--- config.mk ---
export PLATFORM = sky130hd
export DESIGN_NAME = hazard_ctrl
export DESIGN_NICKNAME = d
export VERILOG_FILES = /design/src/rtl/hazard_pkg.sv /design/src/rtl/hazard_ctrl_sat_counter.sv /design/src/rtl/hazard_ctrl.sv
export SDC_FILE = /design/constraint.sdc
export NUM_CORES = 1
export LEC_CHECK = 0
export BUFFER_PORTS_ARGS = -buffer_cell sky130_fd_sc_hd__buf_2
export CAP_MARGIN = 20
export CELL_PAD_IN_SITES_DETAIL_PLACEMENT = 1
export CELL_PAD_IN_SITES_GLOBAL_PLACEMENT = 2
export CORE_MARGIN = 2
export CORE_UTILIZATION = 30
export CTS_CLUSTER_SIZE = 10
export DETAILED_ROUTE_END_ITERATION = 8
export PLACE_DENSITY = 0.85
export SLEW_MARGIN = 10
export SYNTH_ARGS = -nofsm -noshare
export SYNTH_HDL_FRONTEND = slang
export SYNTH_HIERARCHICAL = 1
export SYNTH_SLANG_ARGS = --single-unit
export TNS_END_PERCENT = 1
--- constraint.sdc ---
create_clock -name clk_i -period 3.6 [get_ports clk_i]
set_input_delay 0.18 -clock clk_i [delete_from_list [all_inputs] [get_ports clk_i]]
set_output_delay 0.18 -clock clk_i [all_outputs]
set_load 0.05 [all_outputs]
--- src/rtl/hazard_pkg.sv ---
// Shared types and constants for the pipeline hazard controller.
// The forwarding priority helper keeps both operand paths identical.
package hazard_pkg;

  typedef enum logic {
    RUN      = 1'b0,
    MEM_WAIT = 1'b1
  } hz_state_t;

  localparam logic [1:0] FWD_RF  = 2'b00;
  localparam logic [1:0] FWD_WB  = 2'b01;
  localparam logic [1:0] FWD_MEM = 2'b10;

  // The memory-stage result is younger, so it wins over writeback.
  function automatic logic [1:0] fwd_pick(input logic hit_m, input logic hit_w);
    if (hit_m)      return FWD_MEM;
    else if (hit_w) return FWD_WB;
    else            return FWD_RF;
  endfunction

endpackage

--- src/rtl/hazard_ctrl_sat_counter.sv ---
// Up-counter that sticks at all-ones instead of wrapping.
// Used for the stall and flush performance counters.
module sat_counter #(
  parameter int WIDTH = 32
) (
  input  logic             clk_i,
  input  logic             rst_i,
  input  logic             inc,
  output logic [WIDTH-1:0] count
);

  logic [WIDTH-1:0] count_reg;

  always_ff @(posedge clk_i) begin
    if (rst_i) begin
      count_reg <= '0;
    end else if (inc && (count_reg != '1)) begin
      count_reg <= count_reg + 1'b1;
    end
  end

  assign count = count_reg;

endmodule

--- src/rtl/hazard_ctrl.sv ---
// Central hazard controller: forwarding selects, load-use stalls, redirect
// flushes, whole-pipeline freeze on data-memory wait, and a memory timeout.
module hazard_ctrl
  import hazard_pkg::*;
#(
  parameter int REGISTER_ADDRESS_WIDTH = 5,
  parameter int COUNT_WIDTH            = 32,
  parameter int MEM_TIMEOUT            = 256,
  parameter int WAIT_WIDTH             = 9
) (
  input  logic                              clk_i,
  input  logic                              rst_i,
  input  logic [REGISTER_ADDRESS_WIDTH-1:0] Rs1D_i,
  input  logic [REGISTER_ADDRESS_WIDTH-1:0] Rs2D_i,
  input  logic [REGISTER_ADDRESS_WIDTH-1:0] Rs1E_i,
  input  logic [REGISTER_ADDRESS_WIDTH-1:0] Rs2E_i,
  input  logic [REGISTER_ADDRESS_WIDTH-1:0] RdE_i,
  input  logic                              ResultSrcE0_i,
  input  logic                              PCSrcE_i,
  input  logic [REGISTER_ADDRESS_WIDTH-1:0] RdM_i,
  input  logic [REGISTER_ADDRESS_WIDTH-1:0] RdW_i,
  input  logic                              RegWriteM_i,
  input  logic                              RegWriteW_i,
  input  logic                              MemReqM_i,
  input  logic                              MemReadyM_i,
  output logic                              StallF_o,
  output logic                              StallD_o,
  output logic                              StallE_o,
  output logic                              StallM_o,
  output logic                              FlushD_o,
  output logic                              FlushE_o,
  output logic                              FlushW_o,
  output logic [1:0]                        ForwardAE_o,
  output logic [1:0]                        ForwardBE_o,
  output logic                              MemTimeout_o,
  output logic [COUNT_WIDTH-1:0]            StallCount_o,
  output logic [COUNT_WIDTH-1:0]            FlushCount_o
);

  localparam logic [WAIT_WIDTH-1:0] WAIT_LAST = WAIT_WIDTH'(MEM_TIMEOUT - 1);

  logic mem_stall;
  logic lw_stall;

  assign mem_stall = MemReqM_i & ~MemReadyM_i;
  assign lw_stall  = ResultSrcE0_i & (RdE_i != '0) &
                     ((RdE_i == Rs1D_i) | (RdE_i == Rs2D_i));

  logic [1:0][REGISTER_ADDRESS_WIDTH-1:0] rs_e;
  logic [1:0][1:0]                        fwd_sel;

  assign rs_e[0] = Rs1E_i;
  assign rs_e[1] = Rs2E_i;

  for (genvar gi = 0; gi < 2; gi++) begin : g_fwd
    logic hit_m;
    logic hit_w;
    assign hit_m = RegWriteM_i & (RdM_i != '0) & (RdM_i == rs_e[gi]);
    assign hit_w = RegWriteW_i & (RdW_i != '0) & (RdW_i == rs_e[gi]);
    assign fwd_sel[gi] = rst_i ? FWD_RF : fwd_pick(hit_m, hit_w);
  end

  assign ForwardAE_o = fwd_sel[0];
  assign ForwardBE_o = fwd_sel[1];

  // A memory freeze holds every stage and defers redirect flushes, since a
  // clear would otherwise override the hold on the same register.
  always_comb begin
    StallF_o = 1'b0;
    StallD_o = 1'b0;
    StallE_o = 1'b0;
    StallM_o = 1'b0;
    FlushD_o = 1'b0;
    FlushE_o = 1'b0;
    FlushW_o = 1'b0;
    if (rst_i) begin
      FlushD_o = 1'b1;
      FlushE_o = 1'b1;
      FlushW_o = 1'b1;
    end else if (mem_stall) begin
      StallF_o = 1'b1;
      StallD_o = 1'b1;
      StallE_o = 1'b1;
      StallM_o = 1'b1;
      FlushW_o = 1'b1;
    end else begin
      StallF_o = lw_stall;
      StallD_o = lw_stall;
      FlushD_o = PCSrcE_i;
      FlushE_o = lw_stall | PCSrcE_i;
    end
  end

  hz_state_t             state_reg;
  logic [WAIT_WIDTH-1:0] wait_cnt_reg;
  logic                  timeout_reg;

  always_ff @(posedge clk_i) begin
    if (rst_i) begin
      state_reg    <= RUN;
      wait_cnt_reg <= '0;
      timeout_reg  <= 1'b0;
    end else begin
      case (state_reg)
        RUN: begin
          if (mem_stall) begin
            state_reg    <= MEM_WAIT;
            wait_cnt_reg <= '0;
          end
        end
        MEM_WAIT: begin
          // Counter parks at the last value; the flag is sticky anyway.
          if (wait_cnt_reg == WAIT_LAST) begin
            timeout_reg <= 1'b1;
          end else begin
            wait_cnt_reg <= wait_cnt_reg + 1'b1;
          end
          if (MemReadyM_i || !MemReqM_i) begin
            state_reg <= RUN;
          end
        end
        default: state_reg <= RUN;
      endcase
    end
  end

  assign MemTimeout_o = timeout_reg;

  sat_counter #(.WIDTH(COUNT_WIDTH)) u_stall_cnt (
    .clk_i (clk_i),
    .rst_i (rst_i),
    .inc   (StallF_o),
    .count (StallCount_o)
  );

  sat_counter #(.WIDTH(COUNT_WIDTH)) u_flush_cnt (
    .clk_i (clk_i),
    .rst_i (rst_i),
    .inc   (FlushE_o),
    .count (FlushCount_o)
  );

endmodule

==> results of run 1 <==
logic make-up after synthesis:
family	share of synthesized area, %
adder cells (fa/ha/maj)	1.16
flip-flops	34.7
AO/OA/AOI/OAI	17.3
buffers and inverters	3.21
XOR/XNOR	9.53
AND/OR/NAND/NOR	32.3
multiplexers	1.77
worst max-delay path by stage:
stage | startpoint | slack (ps) | cells after the start | end
after floorplan | RdE_i[3] | -510 | 9 | u_stall_cnt/count[31]
after CTS | RdE_i[3] | 890 | 12 | u_flush_cnt/count[31]
after global routing | RdE_i[3] | 570 | 12 | u_flush_cnt/count[31]
final | RdE_i[3] | 940 | 12 | u_flush_cnt/count[31]
after detailed placement | RdE_i[3] | 540 | 12 | u_flush_cnt/count[31]
after global placement | RdE_i[3] | 630 | 12 | u_flush_cnt/count[31]
power by group through the flow:
stage                     registers [mW]  clock network [mW]  logic, mW
after global placement             0.863                   0      0.169
after detailed placement           0.864                   0      0.175
after CTS                          0.845                1.07      0.175
after floorplan                    0.878                   0     0.0917
final                              0.845                1.05      0.172
after global routing               0.846                1.11      0.189
final cells by class:
class	instances	area (sq um)	share of cell area [%]
sequential	75	1500	27.5
inverter	7	26.3	0.481
timing repair buffer	129	673	12.3
clock buffer	11	243	4.44
multi-input combinational	413	2700	49.4
clock inverter	5	100	1.83
tap	180	225	4.12
layer usage:
metal / vias to the layer above / wire length (um) / global-route usage (%)
li1: 2197 / - / -
met1: 2177 / 6010 / 22.3
met2: 90 / 6530 / 30.6
met3: 13 / 603 / 4.30
met4: 0 / 171 / 5.41
met5: - / 0 / 0
critical path, stage by stage:
cell	delay, ps
buf_2	120
xor2_1	160
nor3_1	190
a22oi_1	140
o31ai_2	240
buf_4	190
nand4_1	110
buf_4	200
nor4_2	510
nand4_1	170
nor4_1	300
mux2_2	380
through the flow:
step | hold WS [ps] | std cells | util [%] | cell area, sq um | setup TNS [ps]
global route | 164 | 820 | 39.1 | 5470 | 0
CTS | 132 | 820 | 39.1 | 5470 | 0
floorplan | 382 | 521 | - | 4330 | -2670
detailed placement | 470 | 804 | 36.6 | 5120 | 0
finish | 136 | 820 | 39.1 | 5470 | 0
global placement | 468 | 804 | 36.6 | 5120 | 0
cell usage in the layout (no fill, tap or decap), drive strengths merged, types with 11 or more instances in the layout:
cell type,Yosys,final
a21oi,49,49
buf,8,129
clkbuf,18,11
dfxtp,75,75
nand2,24,24
nand3,31,31
nand4,21,21
nor2,43,43
nor3,12,12
nor4,14,14
o21ai,23,23
o31ai,26,26
or3,22,22
or4,29,29
xnor2,22,22
xor2,25,25
==> out/qor_table.md, run 1 <==
| Parameter | Reported |
|:---|:---|
| Status | complete, no violations |
| Arr. time, crit path | 2890 ps |
| Wire length of the first global-routing pass | 22.0 mm |
| Number of cells on the worst hold path | 2 |
| Fin crit share | 74.0% |
| Half-perimeter wire length after detailed placement | 9.94 mm |
| CTS Sinks | 75 |
| Worst-skew pair later-pin latency | 340 ps |
| Cts bufs inserted | 9 |
| Worst hold-check path type | in2reg |
| Final setup viols | 0 |
| GRT overflow | 0 |
| Leakage component of the power | 2.03 nW |
| ANT cells | 0 |
| Most common cell in the netlist | dfxtp_1 |
| Top cell types by occurrence after synthesis | 75 x dfxtp_1, 49 x a21oi_1, 43 x nor2_1 |
| Endpoint with the worst hold slack | wait_cnt_reg[1] |
| Detailed router's first-iteration violation count | 226 |
| Max-Slew Margin vs Limit | 41.7% |
| Post-CTS setup buffers | 0 |
| Most used flip-flop cell after synthesis | dfxtp_1 |
| Shortest clock period the worst path allows after layout | 2660 ps |
| Gate Count Post-Synth | 521 |
| Power density over the cells | 378 mW/mm^2 |
| Distinct cell type count after synthesis | 46 |
| Setup repair after global routing missed its margin | no |
| Origin of the critical flop-to-flop path | u_stall_cnt/count[16] |
| Number of global-route vias before repair | 4,458 |
| Final Hold Vio Count | 0 |
| Fraction of power spent switching nets | 23.0% |
| Average wire per cell in the routed design | 16.2 um |
| Share of power burned in registers | 40.9% |
| Net Switching | 0.476 mW |
| Worst-case register-to-register setup slack | 1040 ps |
| Area share of the largest cell type after synthesis | 34.7% |
| DRC viols | 0 |
| Clock tree from TritonCTS | done |
| Largest vdd supply drop | 219 uV |
| Total I/O pin count | 119 |
| Total Nets Final | 682 |
| Via count of the routed design | 4,477 |
| Antenna violations before repair | 0 |
| Required time of the worst setup path | 3820 ps |
| Number of flops mapped to enable cells by yosys | 0 |
| Overall die width | 124 um |
| Worst hold start | rst_i |
| Routed vias/inst | 5.46 |
| Overall Global Routing Usage | 17.9% |
| Initial standard-cell utilization of the core | 30.9% |
| Design internal power | 1.59 mW |
| Worst Setup Slack post-DPL | 537 ps |
| Count of input and output buffers | 118 |
| Kind of launch point of the worst setup path | primary input |
| Wire length after detailed routing | 13.3 mm |
| Overall power consumption | 2.07 mW |
| Final count of pins violating max slew | 0 |
| Max Root-Sink Buffers | 2 |
| Reg2reg path depth | 6 |
| Actual slew at the worst max-slew pin | 875 ps |
| Die ar. | 0.0154 sq mm |
| Hold-fix buffers, CTS | 0 |
| Proportion of power drawn by the clock network | 50.8% |
| Ys async rst share | 0% |
| CTS root buffer | clkbuf_16 |
| Worst-path clk slew | 60 ps |
| Final worst slack | 937 ps |
| Biggest area consumer among synthesized cells | dfxtp_1 |
| Filler cells | 1,712 |
| Fraction of final layout cells with drive strength greater than 1 | 26.1% |
| Net Count, Synth | 568 |
| Synthesis-to-finish area growth | 26.5% |
| Synthesized flop and latch total | 75 |
| Largest fanout of any net on the critical path | 10 |
| Resize count post-CTS | 0 |
| Chip Height | 124 um |
| Site Rows | 43 |
| Fmax | 0.375 GHz |
| Largest net degree at the start of global routing | 83 |
| Type of the setup path with the least slack | in2reg |
| Detailed-router iteration count before antenna repair | 4 |
| Share of total power in combinational logic | 8.3% |
| Core Box Area | 0.0140 sq mm |
| Capture instance of the worst register-to-register path | u_stall_cnt/count[21] |
| Routability congestion estimate | 0.800 |
| Deepest level of the CTS H-tree | 3 |
| Area of the mapped netlist | 0.00432 sq mm |
| Yosys synthesis warning count | 6 |
| Worst Setup End Kind | register |
| Area contributors post-synth | dfxtp_1 35%, a21oi_1 5.7%, xor2_1 5.1% |
| Avg Cell Area, Syn | 8.29 sq um |
| Max-capacitance violation count | 0 |
| Remaining number of nets flagged by the antenna check after routing | 0 |
| Worst clock skew | 8.17 ps |
| Sequential area share after synthesis | 34.7% |
Power figures use the tool's default switching activity.
==> run 2, diff against run 1 <==
--- a/config.mk
+++ b/config.mk
@@ -10,10 +10,10 @@
 export CELL_PAD_IN_SITES_DETAIL_PLACEMENT = 1
 export CELL_PAD_IN_SITES_GLOBAL_PLACEMENT = 2
 export CORE_MARGIN = 2
-export CORE_UTILIZATION = 30
+export CORE_UTILIZATION = 27
 export CTS_CLUSTER_SIZE = 10
 export DETAILED_ROUTE_END_ITERATION = 8
-export PLACE_DENSITY = 0.85
+export PLACE_DENSITY = 0.81
 export SLEW_MARGIN = 10
 export SYNTH_ARGS = -nofsm -noshare
 export SYNTH_HDL_FRONTEND = slang
==> constraint.sdc (replaced) <==
create_clock -name clk_i -period 2.2 [get_ports clk_i]
set_input_delay 0.11 -clock clk_i [delete_from_list [all_inputs] [get_ports clk_i]]
set_output_delay 0.11 -clock clk_i [all_outputs]
set_load 0.05 [all_outputs]
==> run 2 against run 1 <==
First-iteration DRC count shrank 17%. Final cell count up 15%. Critical path type unchanged. Register-to-register slack got worse by 990 ps. Global-route usage up 0.30 points. Combinational power is 86% higher.
==> out/qor_table.md, run 2 (same netlist as run 1, synthesis figures left out) <==
| Parameter | Reported | vs previous |
|:---|:---|:---|
| Status | complete, no violations |  |
| Fraction of final layout cells with drive strength greater than 1 | 37.5% | +11 points |
| Number of cells on the worst hold path | 2 | unchanged |
| Fmax | 0.463 GHz |  |
| Die ar. | 0.0170 sq mm | +11% |
| Antenna violations before repair | 0 | unchanged |
| Largest net degree at the start of global routing | 49 | -41% |
| CTS Sinks | 75 | unchanged |
| Largest fanout of any net on the critical path | 6 | -4 |
| Clock tree from TritonCTS | done |  |
| Detailed router's first-iteration violation count | 188 | -17% |
| Overall power consumption | 3.32 mW | +61% |
| Setup repair after global routing missed its margin | yes |  |
| CTS root buffer | clkbuf_16 |  |
| Kind of launch point of the worst setup path | primary input |  |
| Worst-path clk slew | 60 ps | about the same |
| Actual slew at the worst max-slew pin | 541 ps | -334 ps |
| Finished Layout Cells | 942 | +15% |
| Total routed wire length on the met1 layer | 6.69 mm | +11% |
| Worst-case register-to-register setup slack | 50 ps | -990 ps |
| Most common cell after layout, fill and taps aside | buf_2 |  |
| Chip Height | 131 um | +5.2% |
| Top metal layer carrying routed signals | met4 |  |
| Final setup viols | 0 | unchanged |
| Overall Global Routing Usage | 18.2% | +0.30 points |
| Total I/O pin count | 119 | unchanged |
| Deepest level of the CTS H-tree | 3 | unchanged |
| Hold-fix buffers, CTS | 0 | unchanged |
| Met2 wire length | 7.54 mm | +16% |
| Reg2reg path depth | 6 | unchanged |
| Via count of the routed design | 4,850 | +8.3% |
| Half-perimeter wire length after detailed placement | 11.7 mm | +17% |
| Placed Cells incl. Taps | 924 | +15% |
| Origin of the critical flop-to-flop path | u_stall_cnt/count[30] |  |
| Arr. time, crit path | 2440 ps | -450 ps |
| Worst hold-check path type | in2reg |  |
| Total Nets Final | 768 | +13% |
| Worst-skew pair later-pin latency | 350 ps | about the same |
| Top library cells by usage in the layout, fill and taps aside | 118 x buf_2, 96 x buf_4, 73 x dfxtp_1, 47 x a21oi_1, 41 x nor2_1 |  |
| Overall die width | 131 um | +5.2% |
| Detailed-router iteration count before antenna repair | 4 | unchanged |
| Routed vias/inst | 5.15 | -5.7% |
| Sum Neg Setup Slack | 0 ps | unchanged |
| Worst Setup End Kind | register |  |
| Routability congestion estimate | 0.807 | +0.93% |
| Max-Slew Margin vs Limit | 63.9% | +22 points |
| Core Box Area | 0.0158 sq mm | +13% |
| GRT overflow | 0 | unchanged |
| Worst clock skew | 8.46 ps | +0.291 ps |
| Largest vdd supply drop | 391 uV | +78% |
| Final Hold Vio Count | 0 | unchanged |
| Site Rows | 46 | +7.0% |
| Shortest clock period the worst path allows after layout | 2160 ps |  |
| Count of input and output buffers | 118 | unchanged |
| Final count of pins violating max slew | 0 | unchanged |
| Type of the setup path with the least slack | in2reg |  |
| Endpoint with the worst hold slack | state_reg |  |
| Synthesis-to-finish area growth | 44.4% |  |
| Worst hold start | rst_i |  |
| Max-capacitance violation count | 0 | unchanged |
| Wire length of the first global-routing pass | 24.8 mm | +13% |
| ANT cells | 0 | unchanged |
| Capture instance of the worst register-to-register path | u_stall_cnt/count[21] |  |
| DRC viols | 0 | unchanged |
| Cts bufs inserted | 9 | unchanged |
| Required time of the worst setup path | 2480 ps | -1340 ps |
| Wire length after detailed routing | 15.3 mm | +15% |
| Leakage component of the power | 2.50 nW | +23% |
| Initial standard-cell utilization of the core | 27.4% | -3.5 points |
| Number of global-route vias before repair | 5,054 | +13% |
| Remaining number of nets flagged by the antenna check after routing | 0 | unchanged |
| Max Root-Sink Buffers | 2 | unchanged |
| Average wire per cell in the routed design | 16.2 um | -0.18% |
| Met3 Wirelength | 683 um | +13% |
| Fin crit share | 98.2% |  |
| Power density over the cells | 532 mW/mm^2 | +41% |
run 2: changes by cell type in the layout (fill, tap and decap cells not counted), sizes merged:
| cell | change |
|---|---|
| buf | +86 |
| clkbuf | -1 |
| clkinvlp | +1 |
| clkinv | +1 |
| bufinv | -1 |
run 2: power breakdown:
part           leakage [nW]  switching (mW)  internal, mW
combinational          1.74           0.204         0.116
clock                 0.153           0.627         0.996
sequential            0.606         0.00753          1.37
run 2: stage by stage:
step	utilization, %	hold WS [ps]	cell area (sq um)	setup WS [ps]
3_3_place_gp	37.1	402	5850	-271
3_5_place_dp	37.1	426	5850	-418
5_1_grt	39.6	66.3	6240	-151
6_report	39.6	68.7	6240	40.3
2_1_floorplan	-	328	4380	-648
4_1_cts	39.3	61.2	6190	13.0
run 2: how the worst max path moves through the flow:
stage,start,to,slack (ps)
after floorplan,RdE_i[3],u_stall_cnt/count[31],-650
after global placement,RdE_i[3],u_stall_cnt/count[31],-270
after detailed placement,RdE_i[2],u_stall_cnt/count[25],-420
after CTS,RdE_i[3],u_stall_cnt/count[31],10
after global routing,RdE_i[2],u_stall_cnt/count[31],-150
final,RdE_i[3],u_flush_cnt/count[29],40
run 2: what timing repair did:
action                                  in CTS  in global routing
pin swaps                                    3                  3
hold endpoints to repair                     0                  0
cloned                                       0                  0
setup buffers                                2                  0
endpoints found under the setup margin       2                 40
gates resized for setup                      2                 15
run 2: final cells by class:
cell class / count / area [sq um]
clock buffer: 10 / 229
clock inverter: 6 / 90.1
inverter: 7 / 26.3
sequential: 75 / 1500
tap: 216 / 270
multi-input combinational: 413 / 2800
fill: 1959 / 9530
timing repair buffer: 215 / 1320
run 2: critical path, stage by stage:
cell,delay (ps)
buf_2,110
buf_4,130
xor2_1,150
nor2_1,130
a22oi_2,120
o31ai_4,290
nand4_1,260
nor4_4,330
nand4_1,190
or4_1,450
a21oi_1,160
run 2: layer usage:
metal / GRT usage [%] / up-vias
li1: - / 2371
met1: 21.9 / 2345
met2: 31.7 / 109
met3: 3.99 / 25
met4: 7.13 / 0
met5: 0 / -
